<file path="src/rtl/systick_pkg.sv">
// rtl/systick_pkg.sv - shared constants for the system tick timer
package systick_pkg;

    localparam int CNT_W = 24;
    localparam int PSC_W = 4;
    localparam int PRE_W = 15;

    localparam logic [2:0] ADDR_CTRL = 3'd0;
    localparam logic [2:0] ADDR_RLD0 = 3'd1;
    localparam logic [2:0] ADDR_RLD1 = 3'd2;
    localparam logic [2:0] ADDR_RLD2 = 3'd3;
    localparam logic [2:0] ADDR_CNT0 = 3'd4;
    localparam logic [2:0] ADDR_CNT1 = 3'd5;
    localparam logic [2:0] ADDR_CNT2 = 3'd6;
    localparam logic [2:0] ADDR_STAT = 3'd7;

    localparam int CTRL_EN      = 7;
    localparam int CTRL_IE      = 6;
    localparam int CTRL_ONESHOT = 5;
    localparam int CTRL_PSC_LSB = 0;

    localparam int STAT_TF  = 0;
    localparam int STAT_OVR = 1;

    // Position of this timer's request on the interrupt controller's INT_ARR bus
    localparam int SYSTICK_IRQ_IDX = 6;

endpackage

</file>
<file path="src/rtl/systick_timer_if.sv">
// rtl/systick_timer_if.sv - 8-register Wishbone slave bus for the tick timer
interface systick_timer_if;

    logic [2:0] WB_ADRi;
    logic [7:0] WB_DATi;
    logic [7:0] WB_DATo;
    logic       WB_WEi;
    logic       WB_CYCi;
    logic       WB_STBi;
    logic       WB_ACKo;

    modport master (
        output WB_ADRi, WB_DATi, WB_WEi, WB_CYCi, WB_STBi,
        input  WB_DATo, WB_ACKo
    );

    modport slave (
        input  WB_ADRi, WB_DATi, WB_WEi, WB_CYCi, WB_STBi,
        output WB_DATo, WB_ACKo
    );

endinterface

</file>
<file path="src/rtl/systick_prescaler.sv">
// rtl/systick_prescaler.sv - power-of-two prescaler producing the counter tick
module systick_prescaler
    import systick_pkg::*;
(
    input  logic             clk,
    input  logic             rst_n,
    input  logic             en,
    input  logic             clr,
    input  logic [PSC_W-1:0] psc,
    output logic             tick
);

    logic [PRE_W-1:0] pre_q;
    logic [PRE_W-1:0] mask;

    // psc = 15 shifts the one out entirely, so the subtraction yields all ones
    assign mask = (PRE_W'(1) << psc) - PRE_W'(1);
    assign tick = en && ((pre_q & mask) == mask);

    always_ff @(posedge clk or negedge rst_n) begin
        if (!rst_n) begin
            pre_q <= '0;
        end else if (clr || !en || tick) begin
            pre_q <= '0;
        end else begin
            pre_q <= pre_q + PRE_W'(1);
        end
    end

endmodule

</file>
<file path="src/rtl/systick_timer.sv">
// rtl/systick_timer.sv - 24-bit down-counting tick timer with Wishbone register file
module systick_timer
    import systick_pkg::*;
(
    input  logic            clk,
    input  logic            rst_n,
    systick_timer_if.slave  wb,
    output logic            IRQ,
    output logic            TICK
);

    logic             en_q;
    logic             ie_q;
    logic             oneshot_q;
    logic [PSC_W-1:0] psc_q;
    logic [CNT_W-1:0] rld_q;
    logic [CNT_W-1:0] cnt_q;
    logic [15:0]      shadow_q;
    logic             tf_q;
    logic             ovr_q;

    logic bus_sel;
    logic bus_wr;
    logic wr_ctrl;
    logic wr_stat;
    logic start;
    logic pre_tick;
    logic timeout;

    assign bus_sel = wb.WB_CYCi & wb.WB_STBi;
    assign bus_wr  = bus_sel & wb.WB_WEi;
    assign wr_ctrl = bus_wr && (wb.WB_ADRi == ADDR_CTRL);
    assign wr_stat = bus_wr && (wb.WB_ADRi == ADDR_STAT);
    // Only a 0->1 transition of EN reloads; rewriting EN=1 just retunes IE/ONESHOT/PSC
    assign start   = wr_ctrl && wb.WB_DATi[CTRL_EN] && !en_q;
    assign timeout = pre_tick && (cnt_q == '0);

    assign wb.WB_ACKo = bus_sel;

    systick_prescaler u_prescaler (
        .clk   (clk),
        .rst_n (rst_n),
        .en    (en_q),
        .clr   (start),
        .psc   (psc_q),
        .tick  (pre_tick)
    );

    always_ff @(posedge clk or negedge rst_n) begin
        if (!rst_n) begin
            en_q      <= 1'b0;
            ie_q      <= 1'b0;
            oneshot_q <= 1'b0;
            psc_q     <= '0;
        end else if (wr_ctrl) begin
            en_q      <= wb.WB_DATi[CTRL_EN];
            ie_q      <= wb.WB_DATi[CTRL_IE];
            oneshot_q <= wb.WB_DATi[CTRL_ONESHOT];
            psc_q     <= wb.WB_DATi[CTRL_PSC_LSB +: PSC_W];
        end else if (timeout && oneshot_q) begin
            en_q      <= 1'b0;
        end
    end

    always_ff @(posedge clk or negedge rst_n) begin
        if (!rst_n) begin
            rld_q <= '0;
        end else if (bus_wr) begin
            case (wb.WB_ADRi)
                ADDR_RLD0: rld_q[7:0]   <= wb.WB_DATi;
                ADDR_RLD1: rld_q[15:8]  <= wb.WB_DATi;
                ADDR_RLD2: rld_q[23:16] <= wb.WB_DATi;
                default:   rld_q        <= rld_q;
            endcase
        end
    end

    always_ff @(posedge clk or negedge rst_n) begin
        if (!rst_n) begin
            cnt_q <= '0;
        end else if (start) begin
            cnt_q <= rld_q;
        end else if (pre_tick) begin
            if (cnt_q != '0) begin
                cnt_q <= cnt_q - CNT_W'(1);
            end else if (!oneshot_q) begin
                cnt_q <= rld_q;
            end
        end
    end

    // A timeout landing on the same edge as a write-1-to-clear keeps the flag set
    always_ff @(posedge clk or negedge rst_n) begin
        if (!rst_n) begin
            tf_q  <= 1'b0;
            ovr_q <= 1'b0;
            IRQ   <= 1'b0;
            TICK  <= 1'b0;
        end else begin
            tf_q  <= (tf_q & ~(wr_stat & wb.WB_DATi[STAT_TF])) | timeout;
            ovr_q <= (ovr_q & ~(wr_stat & wb.WB_DATi[STAT_OVR])) | (timeout & tf_q);
            IRQ   <= tf_q & ie_q;
            TICK  <= timeout;
        end
    end

    // Reading the low byte freezes the upper bytes so a multi-byte read is coherent
    always_ff @(posedge clk or negedge rst_n) begin
        if (!rst_n) begin
            shadow_q <= '0;
        end else if (bus_sel && !wb.WB_WEi && (wb.WB_ADRi == ADDR_CNT0)) begin
            shadow_q <= cnt_q[23:8];
        end
    end

    always_comb begin
        wb.WB_DATo = 8'h00;
        case (wb.WB_ADRi)
            ADDR_CTRL: wb.WB_DATo = {en_q, ie_q, oneshot_q, 1'b0, psc_q};
            ADDR_RLD0: wb.WB_DATo = rld_q[7:0];
            ADDR_RLD1: wb.WB_DATo = rld_q[15:8];
            ADDR_RLD2: wb.WB_DATo = rld_q[23:16];
            ADDR_CNT0: wb.WB_DATo = cnt_q[7:0];
            ADDR_CNT1: wb.WB_DATo = shadow_q[7:0];
            ADDR_CNT2: wb.WB_DATo = shadow_q[15:8];
            ADDR_STAT: wb.WB_DATo = {6'b0, ovr_q, tf_q};
            default:   wb.WB_DATo = 8'h00;
        endcase
    end

endmodule
</file>
<file path="src/flat_wrapper.sv">
// flat-port wrapper written by rule: the top's interface ports become plain ports
module systick_timer_flat import systick_pkg::*;
  (clk, rst_n, IRQ, TICK, wb_WB_ADRi, wb_WB_DATi, wb_WB_WEi, wb_WB_CYCi, wb_WB_STBi, wb_WB_DATo, wb_WB_ACKo);
  systick_timer_if wb_i ();
  input  logic clk;
  input  logic rst_n;
  output logic IRQ;
  output logic TICK;
  input wire logic [$bits(wb_i.WB_ADRi)-1:0] wb_WB_ADRi;
  input wire logic [$bits(wb_i.WB_DATi)-1:0] wb_WB_DATi;
  input wire logic [$bits(wb_i.WB_WEi)-1:0] wb_WB_WEi;
  input wire logic [$bits(wb_i.WB_CYCi)-1:0] wb_WB_CYCi;
  input wire logic [$bits(wb_i.WB_STBi)-1:0] wb_WB_STBi;
  output wire logic [$bits(wb_i.WB_DATo)-1:0] wb_WB_DATo;
  output wire logic [$bits(wb_i.WB_ACKo)-1:0] wb_WB_ACKo;
  assign wb_i.WB_ADRi = wb_WB_ADRi;
  assign wb_i.WB_DATi = wb_WB_DATi;
  assign wb_i.WB_WEi = wb_WB_WEi;
  assign wb_i.WB_CYCi = wb_WB_CYCi;
  assign wb_i.WB_STBi = wb_WB_STBi;
  assign wb_WB_DATo = wb_i.WB_DATo;
  assign wb_WB_ACKo = wb_i.WB_ACKo;
  systick_timer u_core (.clk(clk), .rst_n(rst_n), .wb(wb_i), .IRQ(IRQ), .TICK(TICK));
endmodule
</file>
<file path="config.mk">
export PLATFORM = sky130hd
export DESIGN_NAME = systick_timer_flat
export DESIGN_NICKNAME = d
export VERILOG_FILES = /design/src/rtl/systick_pkg.sv /design/src/rtl/systick_timer_if.sv /design/src/rtl/systick_prescaler.sv /design/src/rtl/systick_timer.sv /design/src/flat_wrapper.sv
export SDC_FILE = /design/constraint.sdc
export NUM_CORES = 1
export LEC_CHECK = 0
export CAP_MARGIN = 15
export CORE_UTILIZATION = 45
export CTS_CLUSTER_DIAMETER = 80
export DETAILED_ROUTE_END_ITERATION = 10
export DONT_BUFFER_PORTS = 1
export GPL_ROUTABILITY_DRIVEN = 0
export HOLD_SLACK_MARGIN = 0.1
export PLACE_DENSITY_LB_ADDON = 0.2
export SYNTH_ARGS = -nofsm -noshare
export SYNTH_HDL_FRONTEND = slang
export SYNTH_SLANG_ARGS = --single-unit
</file>
<file path="constraint.sdc">
create_clock -name clk -period 3.1 [get_ports clk]
set_clock_uncertainty 0.15 [all_clocks]
set_input_delay 0.62 -clock clk [delete_from_list [all_inputs] [get_ports clk]]
set_output_delay 0.62 -clock clk [all_outputs]
set_load 0.02 [all_outputs]
</file>
==> results of run 1 <==
-- repair_timing --
item,CTS,global route
resized for setup,1,13
endpoints found under the hold margin,90,0
pin swaps,0,1
setup endpoints to repair,5,38
hold buffers,2,0
setup buffers,0,3
cloned,0,0
-- layout make-up --
| class | instances | area share |
|---|---|---|
| Sequential cell | 90 | 0.382 |
| Timing Repair Buffer | 33 | 0.0465 |
| Inverter | 15 | 0.00955 |
| Tap cell | 143 | 0.0303 |
| Clock inverter | 7 | 0.0112 |
| Clock buffer | 9 | 0.0382 |
| Multi-Input combinational cell | 386 | 0.482 |
-- state kept, by name, summed over array words and instances, names as in the netlist, 4 cells and up --
signal	flops
u_core.u_prescaler.pre_q	15
u_core.cnt_q	24
u_core.psc_q	4
u_core.shadow_q	16
u_core.rld_q	24
-- critical path: stages, from the launching register on --
cell	delay [ns]
sky130_fd_sc_hd__dfrtp_1	0.41
sky130_fd_sc_hd__nor3_1	0.54
sky130_fd_sc_hd__nand4_1	0.29
sky130_fd_sc_hd__nor3_2	0.44
sky130_fd_sc_hd__nand2_1	0.27
sky130_fd_sc_hd__nand3_1	0.20
sky130_fd_sc_hd__buf_4	0.18
sky130_fd_sc_hd__nor2_1	0.05
sky130_fd_sc_hd__o32a_1	0.30
-- power by group through the flow --
| stage | clock, mW | combinational, mW | sequential, mW |
|---|---|---|---|
| global route | 1.15 | 0.768 | 1.51 |
| floorplan | 0 | 0.508 | 1.43 |
| finish | 1.08 | 0.706 | 1.49 |
| CTS | 1.11 | 0.656 | 1.48 |
| detailed placement | 0 | 0.620 | 1.51 |
| global placement | 0 | 0.605 | 1.50 |
-- cells in the mapped netlist, types with 4 or more instances --
cell type	number	area, µm²
sky130_fd_sc_hd__nor3_1	21	105
sky130_fd_sc_hd__o21ai_0	17	85.1
sky130_fd_sc_hd__xor2_1	5	43.8
sky130_fd_sc_hd__nand2_1	31	116
sky130_fd_sc_hd__mux2i_1	9	90.1
sky130_fd_sc_hd__mux2_2	46	518
sky130_fd_sc_hd__nor4_1	7	43.8
sky130_fd_sc_hd__a221o_1	6	60.1
sky130_fd_sc_hd__ha_1	4	50.1
sky130_fd_sc_hd__nor2b_1	4	25.0
sky130_fd_sc_hd__buf_4	5	37.5
sky130_fd_sc_hd__or3_1	6	37.5
sky130_fd_sc_hd__dfrtp_1	90	2250
sky130_fd_sc_hd__a21oi_1	20	100
sky130_fd_sc_hd__nor2_1	59	221
sky130_fd_sc_hd__nand3_1	22	110
sky130_fd_sc_hd__inv_1	15	56.3
sky130_fd_sc_hd__a31oi_1	8	50.1
sky130_fd_sc_hd__xnor2_1	9	78.8
sky130_fd_sc_hd__and3_1	8	50.1
sky130_fd_sc_hd__mux4_2	5	113
sky130_fd_sc_hd__clkbuf_1	11	41.3
sky130_fd_sc_hd__buf_2	8	40.0
sky130_fd_sc_hd__nand4_1	9	56.3
sky130_fd_sc_hd__nand2b_1	6	37.5
-- how the worst max path moves through the flow --
stage | start | end | depth (start not counted) | slack [ns]
floorplan | u_core.psc_q[1] | u_core.cnt_q[19] | 14 | 0.15
global placement | u_core.psc_q[3] | u_core.cnt_q[22] | 11 | 0.15
detailed placement | u_core.psc_q[3] | u_core.cnt_q[13] | 11 | 0.001
CTS | u_core.psc_q[3] | u_core.u_prescaler.pre_q[8] | 11 | 0.01
global route | u_core.psc_q[3] | u_core.cnt_q[0] | 13 | -0.01
finish | u_core.cnt_q[10] | u_core.cnt_q[23] | 8 | 0.13
-- routing by layer --
layer,vias to the layer above,global-route usage,wire length (µm)
met4,0,0.121,616
met2,191,0.436,7200
li1,1976,-,-
met5,-,0,0
met1,2162,0.354,6440
met3,46,0.0741,1050
-- cells by family (layout without fill, tap and decap cells) --
group / count (synthesis) / in the layout / share of synthesized area
AO/OA/AOI/OAI: 108 / 108 / 0.157
XOR/XNOR: 14 / 14 / 0.0234
adder cells (fa/ha/maj): 4 / 4 / 0.00955
buffers and inverters: 44 / 64 / 0.0413
flip-flops: 90 / 90 / 0.430
multiplexers: 60 / 60 / 0.138
AND/OR/NAND/NOR: 200 / 200 / 0.202
-- stage by stage --
step,worst slack [ns],utilization
finish,0.130,0.519
CTS,0.0125,0.511
detailed placement,0.000994,0.482
floorplan,0.151,-
global route,-0.0109,0.519
global placement,0.148,0.482
==> impl_metrics.py, run 1 <==
metrics = {
    "run_status": {
        "outcome": "finished, final reports clean",
    },
    "timing": {
        "final_hold_viol_count": 0,
        "worstMarginPinSlew_ns": 0.613,
        "slew_viol_final": 0,
        "clock.fmax_mhz": 337,
        "holdWs_ns": 0.232,
        "setup_viol": 0,
        "slew_headroom": 0.588,
        "layout_min_cycle_time_ns": 2.97,
        "fin_crit_sh": 0.958,
        "setup_tns_ns": 0,
    },
    "power": {
        "pwr-share-comb": 0.215,
        "sequential_power_share": 0.454,
        "leakagePower_nw": 2.43,
        "p_int_mw": 2.22,
        "net_switching_fraction_of_the_power": 0.324,
        "worst_ir_drop_vdd_mv": 0.505,
        "power_density_nw_per_um2": 556,
        "power_switching_mw": 1.06,
        "p_clk_frac": 0.330,
        "totalPowerFinal_mw": 3.28,
    },
    "finish": {
        "antenna_cells_inserted": 0,
        "instances_no_fill": 683,
        "layout-drive-gt1-share": 0.233,
        "layout.nets": 555,
        "synthToLayoutAreaGrowth_pct": 12.5,
        "most-common-layout-cells": "sky130_fd_sc_hd__dfrtp_1, sky130_fd_sc_hd__nor2_1, sky130_fd_sc_hd__mux2_2",
        "n_fill_cell": 1040,
        "seq_area_um2": 2250,
        "multi_input_comb_area_um2": 2850,
        "layout.cells.most_common": "sky130_fd_sc_hd__dfrtp_1",
        "final_area_um2": 5900,
    },
    "global_route": {
        "grt_overflow_total": 0,
        "grtUsageTotal": 0.276,
        "grt_antenna_before_repair": 0,
        "grt_first_pass_wirelength_um": 24400,
        "number_of_global_route_vias_before_repair": 4340,
        "grt_start_max_net_pins": 91,
    },
    "placed_design": {
        "post_dp_area_um2": 5480,
        "dp.cells": 662,
        "dpl.hpwl_um": 10900,
        "port_buffer_cells": 0,
    },
    "worst_setup_path": {
        "timing.setup.critical_path_class": "flop to flop",
        "critPathRequiredTime_ns": 3.19,
        "worstSetupStartpointType": "flop",
        "worst-r2r-cell-count": 8,
        "timing.rr.start": "u_core.cnt_q[10]",
        "worst-path-max-fanout": 7,
        "r2r_setup_slack_ns": 0.13,
        "regToRegEndpoint": "u_core.cnt_q[23]",
        "critical_path_arrival_ns": 3.06,
        "endpoint_kind": "flop",
    },
    "routing": {
        "route.detailed.wl_per_inst_um": 22.4,
        "finalWirelength_um": 15300,
        "dr.first_iter.drc_count": 425,
        "num_vias": 4375,
        "drc_errors": 0,
        "drt-vias-per-instance": 6.41,
        "remaining_antenna_violation_count": 0,
        "drtPass1Iterations": 5,
    },
    "clock_network": {
        "cts_inserted_buffers": 9,
        "cts_tree": "yes",
        "cts_root_buffer": "sky130_fd_sc_hd__clkbuf_16",
        "cts.sink_count": 90,
        "clock_tree.buffer_depth": 2,
        "ctsHtreeMaxLevel": 3,
        "worst_skew_pair.late_latency_ns": 0.36,
        "clk_pin_slew_worst_paths_ns": 0.07,
    },
    "worst_hold_path": {
        "min-delay-path-class": "input port to flop",
        "whs_endpoint": "u_core.rld_q[19]",
        "hold_depth": 2,
        "timing.hold.worst.start": "wb_WB_DATi[3]",
    },
    "die": {
        "design.portCount": 27,
        "die_w_um": 110,
        "placeableCoreArea_um2": 11400,
        "initial_util": 0.461,
        "row_count": 39,
        "fp.dieArea_um2": 12100,
        "die_extent_in_y_um": 110,
    },
    "synth": {
        "number_of_distinct_library_cells_after_synthesis": 75,
        "post_synth_inst_count": 520,
        "synth-seq-area-share": 0.430,
        "synth_enable_flop_cells": 0,
        "synthFlopType": "sky130_fd_sc_hd__dfrtp_1",
        "asyncSetResetFlopFracSynth": 1.00,
        "yosys_warnings": 0,
        "synthesis.nets": 540,
        "ys_seq_elements": 90,
        "mean_area_per_synthesized_cell_um2": 10.1,
        "synthesis.area_um2": 5240,
    },
    "job": {
        "max_cap_violations": 0,
    },
}
(Power assumes the default switching activity.)
==> run 2: changes to the inputs <==
--- a/constraint.sdc
+++ b/constraint.sdc
@@ -3,3 +3,3 @@
 set_input_delay 0.62 -clock clk [delete_from_list [all_inputs] [get_ports clk]]
 set_output_delay 0.62 -clock clk [all_outputs]
-set_load 0.02 [all_outputs]
+set_load 0.1 [all_outputs]
==> run 2 against run 1 <==
Routed wire length grew 1.2%. Global-route usage grew 0.58 points. Via count shrank 0.16%. Hold slack gained 0.0042 ns. Count of clock-buffer cells in the layout is the same. First-iteration DRC count shrank 12%. Critical endpoint is now u_core.cnt_q[19]. Clock power shrank 5%. Sequential power is essentially flat. Setup slack gained 0.022 ns. Sequential share of layout area shrank 0.31 points. Design area grew 0.81%. Power grew 0.74%.
==> impl_metrics.py, run 2 (synthesized netlist as in run 1, its figures left out) <==
metrics = {
    "global_route": {
        "grtUsageTotal": 0.282,
        "grt_start_max_net_pins": 91,
        "grt_overflow_total": 0,
        "grt_first_pass_wirelength_um": 24500,
        "number_of_global_route_vias_before_repair": 4356,
        "grt_antenna_before_repair": 0,
    },
    "clock_network": {
        "cts_inserted_buffers": 9,
        "ctsHtreeMaxLevel": 3,
        "cts_root_buffer": "sky130_fd_sc_hd__clkbuf_16",
        "cts.sink_count": 90,
        "cts_tree": "yes",
        "number_of_buffers_inserted_by_post_cts_setup_repair": 0,
        "clk_pin_slew_worst_paths_ns": 0.07,
        "clock_tree.buffer_depth": 2,
        "worst_skew_pair.late_latency_ns": 0.35,
    },
    "job": {
        "max_cap_violations": 0,
    },
    "timing": {
        "fin_crit_sh": 0.951,
        "slew_headroom": 0.409,
        "layout_min_cycle_time_ns": 2.95,
        "final_hold_viol_count": 0,
        "grt_setup_unrepaired": "true",
        "setup_viol": 0,
        "setup_tns_ns": 0,
        "layout_setup_ws_ns": 0.152,
        "worstMarginPinSlew_ns": 0.887,
        "clock.fmax_mhz": 339,
        "slew_viol_final": 0,
    },
    "die": {
        "placeableCoreArea_um2": 11400,
        "initial_util": 0.461,
        "design.portCount": 27,
        "row_count": 39,
        "die_w_um": 110,
        "fp.dieArea_um2": 12100,
        "die_extent_in_y_um": 110,
    },
    "finish": {
        "layout.cells.most_common": "sky130_fd_sc_hd__dfrtp_1",
        "layout-drive-gt1-share": 0.246,
        "final_area_um2": 5950,
        "antenna_cells_inserted": 0,
        "layout.nets": 564,
        "synthToLayoutAreaGrowth_pct": 13.4,
        "layout_top_registers": "u_core.cnt_q (24), u_core.rld_q (24), u_core.shadow_q (16)",
        "most-common-layout-cells": "sky130_fd_sc_hd__dfrtp_1, sky130_fd_sc_hd__nor2_1, sky130_fd_sc_hd__mux2_2",
        "instances_no_fill": 692,
    },
    "run_status": {
        "outcome": "finished, final reports clean",
    },
    "routing": {
        "remaining_antenna_violation_count": 0,
        "finalWirelength_um": 15500,
        "num_vias": 4368,
        "drt-vias-per-instance": 6.31,
        "drtPass1Iterations": 5,
        "dr.first_iter.drc_count": 375,
        "route.detailed.wl_per_inst_um": 22.4,
        "drc_errors": 0,
    },
    "worst_setup_path": {
        "critPathRequiredTime_ns": 3.20,
        "slowest_stage": "sky130_fd_sc_hd__dfrtp_1",
        "worstSetupStartpointType": "flop",
        "endpoint_kind": "flop",
        "timing.setup.critical_path_class": "flop to flop",
        "critical_path_arrival_ns": 3.05,
        "crit_path_cell_trace": "buf_4, nor2_1, nand2_1, ha_1, nand2b_1, o2111ai_1, o31a_1, a221oi_4, and2_2, buf_4, a211oi_2, a2111oi_4",
        "critical_path.most_common_cell": "sky130_fd_sc_hd__buf_4",
        "worst-path-max-fanout": 13,
        "critical-path-max-stage-delay_ns": 0.38,
    },
    "power": {
        "totalPowerFinal_mw": 3.30,
        "power_density_nw_per_um2": 555,
        "worst_ir_drop_vdd_mv": 0.577,
        "leakagePower_nw": 2.47,
    },
    "placed_design": {
        "post_dp_area_um2": 5610,
        "place_worst_setup_slack_ns": 0.123,
        "dp.cells": 674,
        "port_buffer_cells": 0,
        "dpl.hpwl_um": 11200,
    },
    "worst_hold_path": {
        "min-delay-path-class": "input port to flop",
    },
}
==> run 2: cell count changes in the layout (fill, tap and decap cells not counted), moves of 2 or more <==
cell / delta
sky130_fd_sc_hd__a21oi_1: -3
sky130_fd_sc_hd__a21oi_4: +3
sky130_fd_sc_hd__inv_8: -2
sky130_fd_sc_hd__clkinv_2: +3
sky130_fd_sc_hd__buf_4: +10
==> run 2: stage by stage <==
step,util,hold slack [ns]
after floorplan,-,0.174
after global placement,0.494,0.176
after detailed placement,0.494,0.177
after CTS,0.521,0.227
after global routing,0.523,0.243
final,0.523,0.236
==> run 2: worst max-delay path, delay by kind of cell, from the launching register on <==
family | cells | cell delay, ns
AOI/OAI and AO/OA | 5 | 1.08
and+or+nand+nor | 4 | 0.59
DFF | 1 | 0.38
buffers and inverters | 2 | 0.38
adders and majority gates | 1 | 0.27
==> run 2: where the power goes <==
part / leakage (nW) / internal, mW / total, mW / switching, mW
logic: 1.19 / 0.324 / 0.789 / 0.465
clock network: 0.140 / 0.549 / 1.03 / 0.478
registers: 1.14 / 1.32 / 1.49 / 0.172
total: 2.47 / 2.19 / 3.30 / 1.11
==> run 2: worst paths after layout <==
check                                   start                           to  slack [ns]  cells past startpoint
min reg2reg                u_core.shadow_q[3]           u_core.shadow_q[3]        0.34                      2
max                           u_core.psc_q[3]             u_core.cnt_q[19]        0.15                     12
min                             wb_WB_DATi[7]             u_core.rld_q[15]        0.24                      2
min in group asynchronous               rst_n  u_core.u_prescaler.pre_q[8]        0.70                      2
max in group asynchronous               rst_n             u_core.cnt_q[13]        1.76                      2
max reg2reg                   u_core.psc_q[3]             u_core.cnt_q[19]        0.15                     12
==> run 2: layer usage <==
metal,GRT usage,share of wire,vias up
met3,0.0658,0.061,39
li1,-,-,1988
met1,0.356,0.43,2176
met5,0,0,-
met4,0.122,0.039,0
met2,0.459,0.47,165
==> run 2: final cells by class <==
| cell class | instances | area, µm² |
|---|---|---|
| clock buffers | 9 | 225 |
| clock inverters | 7 | 50.0 |
| fillers | 1050 | 5420 |
| inverters | 15 | 56.3 |
| multi-input cells | 386 | 2850 |
| flip-flops and latches | 90 | 2250 |
| well taps | 143 | 179 |
| repair buffers | 42 | 338 |
==> run 2: repair_timing <==
item,CTS,global route
endpoints found under the hold margin,90,0
hold buffers,2,0
setup endpoints to repair,0,24
gates resized for setup,0,5
==> run 3: changes to the inputs <==
Settings changed: CORE_UTILIZATION 45 to 58.
==> run 3 against run 2 <==
Count of clock-buffer cells in the layout rose by 4. Routed wire length fell by 4.2%. Final cell count fell by 5.2%. Power fell by 3.2%. Sequential power barely moved. Largest cell class unchanged. Register-to-register slack got worse by 0.10 ns. Hold slack got worse by 0.00063 ns. Design area fell by 1.7%. Global-route usage rose by 5.1 points. Fmax fell by 3.4%. Non-clock buffer count did not move.
==> impl_metrics.py, run 3 (synthesized netlist as in run 1, its figures left out) <==
metrics = {
    "global_route": {
        "grt_first_pass_wirelength_um": 24100,
        "number_of_global_route_vias_before_repair": 4405,
        "grt_antenna_before_repair": 0,
        "grt_start_max_net_pins": 91,
        "global_route.usage.met1": 0.437,
        "top_usage_layer": "met2",
        "met3_track_usage_gr": 0.0633,
        "globalRouteMet2Util": 0.536,
        "grt_overflow_total": 0,
        "grtUsageTotal": 0.332,
    },
    "die": {
        "die_extent_in_y_um": 97.1,
        "design.portCount": 27,
        "fp.dieArea_um2": 9420,
        "die_w_um": 97.1,
        "initial_util": 0.601,
        "row_count": 34,
        "placeableCoreArea_um2": 8720,
    },
    "worst_setup_path": {
        "regToRegEndpoint": "u_core.cnt_q[15]",
        "endpoint_kind": "flop",
        "slowest_stage": "sky130_fd_sc_hd__dfrtp_1",
        "critical_path_arrival_ns": 3.13,
        "timing.rr.start": "u_core.psc_q[2]",
        "critPathRequiredTime_ns": 3.18,
        "worst-path-max-fanout": 13,
        "worstSetupStartpointType": "flop",
        "timing.setup.critical_path_class": "flop to flop",
        "r2r_setup_slack_ns": 0.05,
        "worst-r2r-cell-count": 12,
        "critical-path-max-stage-delay_ns": 0.40,
        "cpLargestDelayFamily": "compound AO/OA/AOI/OAI gates",
        "crit_path_cell_trace": "buf_4, nor2_1, nand2_1, ha_1, nand2b_1, o2111ai_1, o31a_1, a221oi_4, nand2_1, buf_4, o21ai_0, a32oi_1",
        "critical_path.n_buffers_inverters": 2,
    },
    "worst_hold_path": {
        "timing.hold.worst.start": "wb_WB_DATi[3]",
        "whs_endpoint": "u_core.rld_q[19]",
        "hold_depth": 2,
        "min-delay-path-class": "input port to flop",
    },
    "timing": {
        "setup_tns_ns": 0,
        "final_hold_viol_count": 0,
        "layout_min_cycle_time_ns": 3.05,
        "grt_setup_unrepaired": "true",
        "slew_headroom": 0.420,
        "worstMarginPinSlew_ns": 0.870,
        "fin_crit_sh": 0.984,
        "setup_viol": 0,
        "clock.fmax_mhz": 328,
        "slew_viol_final": 0,
    },
    "placed_design": {
        "dp.cells": 639,
        "port_buffer_cells": 0,
        "dpl.hpwl_um": 10700,
    },
    "routing": {
        "remaining_antenna_violation_count": 0,
        "finalWirelength_um": 14800,
        "drtPass1Iterations": 5,
        "num_vias": 4500,
        "drt-vias-per-instance": 6.86,
        "dr.first_iter.drc_count": 515,
        "route.detailed.wl_per_inst_um": 22.6,
        "drc_errors": 0,
    },
    "clock_network": {
        "cts_inserted_buffers": 9,
        "clk_pin_slew_worst_paths_ns": 0.09,
        "cts_tree": "yes",
        "clock_tree.buffer_depth": 2,
        "cts_root_buffer": "sky130_fd_sc_hd__clkbuf_8",
        "cts.sink_count": 90,
        "ctsHtreeMaxLevel": 3,
        "worst_skew_pair.late_latency_ns": 0.37,
    },
    "power": {
        "leakagePower_nw": 2.44,
        "power_density_nw_per_um2": 547,
        "worst_ir_drop_vdd_mv": 0.319,
    },
    "finish": {
        "layout-drive-gt1-share": 0.243,
        "n_fill_cell": 662,
        "layout_top_registers": "u_core.cnt_q (24), u_core.rld_q (24), u_core.shadow_q (16)",
        "layout.cells.most_common": "sky130_fd_sc_hd__dfrtp_1",
        "layout.nets": 564,
        "antenna_cells_inserted": 0,
        "most-common-layout-cells": "sky130_fd_sc_hd__dfrtp_1, sky130_fd_sc_hd__nor2_1, sky130_fd_sc_hd__mux2_2",
        "synthToLayoutAreaGrowth_pct": 11.5,
        "instances_no_fill": 656,
    },
    "run_status": {
        "outcome": "finished, final reports clean",
    },
    "job": {
        "max_cap_violations": 0,
    },
}
## run 3: cell types whose count changed in the layout (fill, tap and decap cells not counted), sizes merged
cell    before  now
clkbuf       9   13
clkinv       4    0
bufinv       0    2
inv         18   15
## run 3: area by class of cell
class | instances | area (µm²) | area share
Multi-Input combinational cell | 386 | 2840 | 0.487
Clock buffer | 13 | 159 | 0.0272
Sequential cell | 90 | 2250 | 0.385
Inverter | 15 | 56.3 | 0.00964
Timing Repair Buffer | 42 | 338 | 0.0578
Clock inverter | 2 | 60.1 | 0.0103
Tap cell | 108 | 135 | 0.0231
## run 3: routing by layer
metal	wire length, µm	part of all wire
met1	5910	0.40
met2	7350	0.50
met5	0	0
met4	558	0.038
met3	1030	0.069
## run 3: worst max-delay path by stage
stage	start	to	slack (ns)	cells past startpoint
finish	u_core.psc_q[2]	u_core.cnt_q[15]	0.05	12
global placement	u_core.psc_q[3]	u_core.cnt_q[19]	0.21	13
detailed placement	u_core.psc_q[3]	u_core.cnt_q[19]	0.08	13
floorplan	wb_WB_ADRi[1]	wb_WB_DATo[3]	0.03	5
global route	u_core.psc_q[3]	u_core.u_prescaler.pre_q[6]	-0.08	11
CTS	u_core.psc_q[1]	u_core.cnt_q[19]	0.06	12
## run 3: power breakdown
group | internal (mW) | switching (mW)
combinational | 0.336 | 0.485
clock | 0.495 | 0.408
sequential | 1.31 | 0.159
## run 3: metrics by stage
step	setup WS (ns)	util	total power [mW]	instance area, µm²	hold WS (ns)
final	0.0492	0.670	3.20	5840	0.236
after global routing	-0.0760	0.670	3.32	5840	0.220
after CTS	0.0614	0.668	3.19	5820	0.230
after detailed placement	0.0754	0.638	2.26	5570	0.176
after global placement	0.207	0.638	2.24	5570	0.176
after floorplan	0.0283	-	2.06	5290	0.174
## run 3: timing repair
item | CTS | global route
hold endpoints to repair | 90 | 0
resized for setup | 0 | 4
buffers inserted | 0 | 0
hold buffers | 2 | 0
setup endpoints to repair | 0 | 36
## run 3: worst reg2reg max path, delay by kind of cell (launching register included)
family	cells	cell delay, ns
flops	1	0.40
compound gates	5	1.09
buf+inv	2	0.44
fa+ha+maj	1	0.25
simple gates	4	0.58
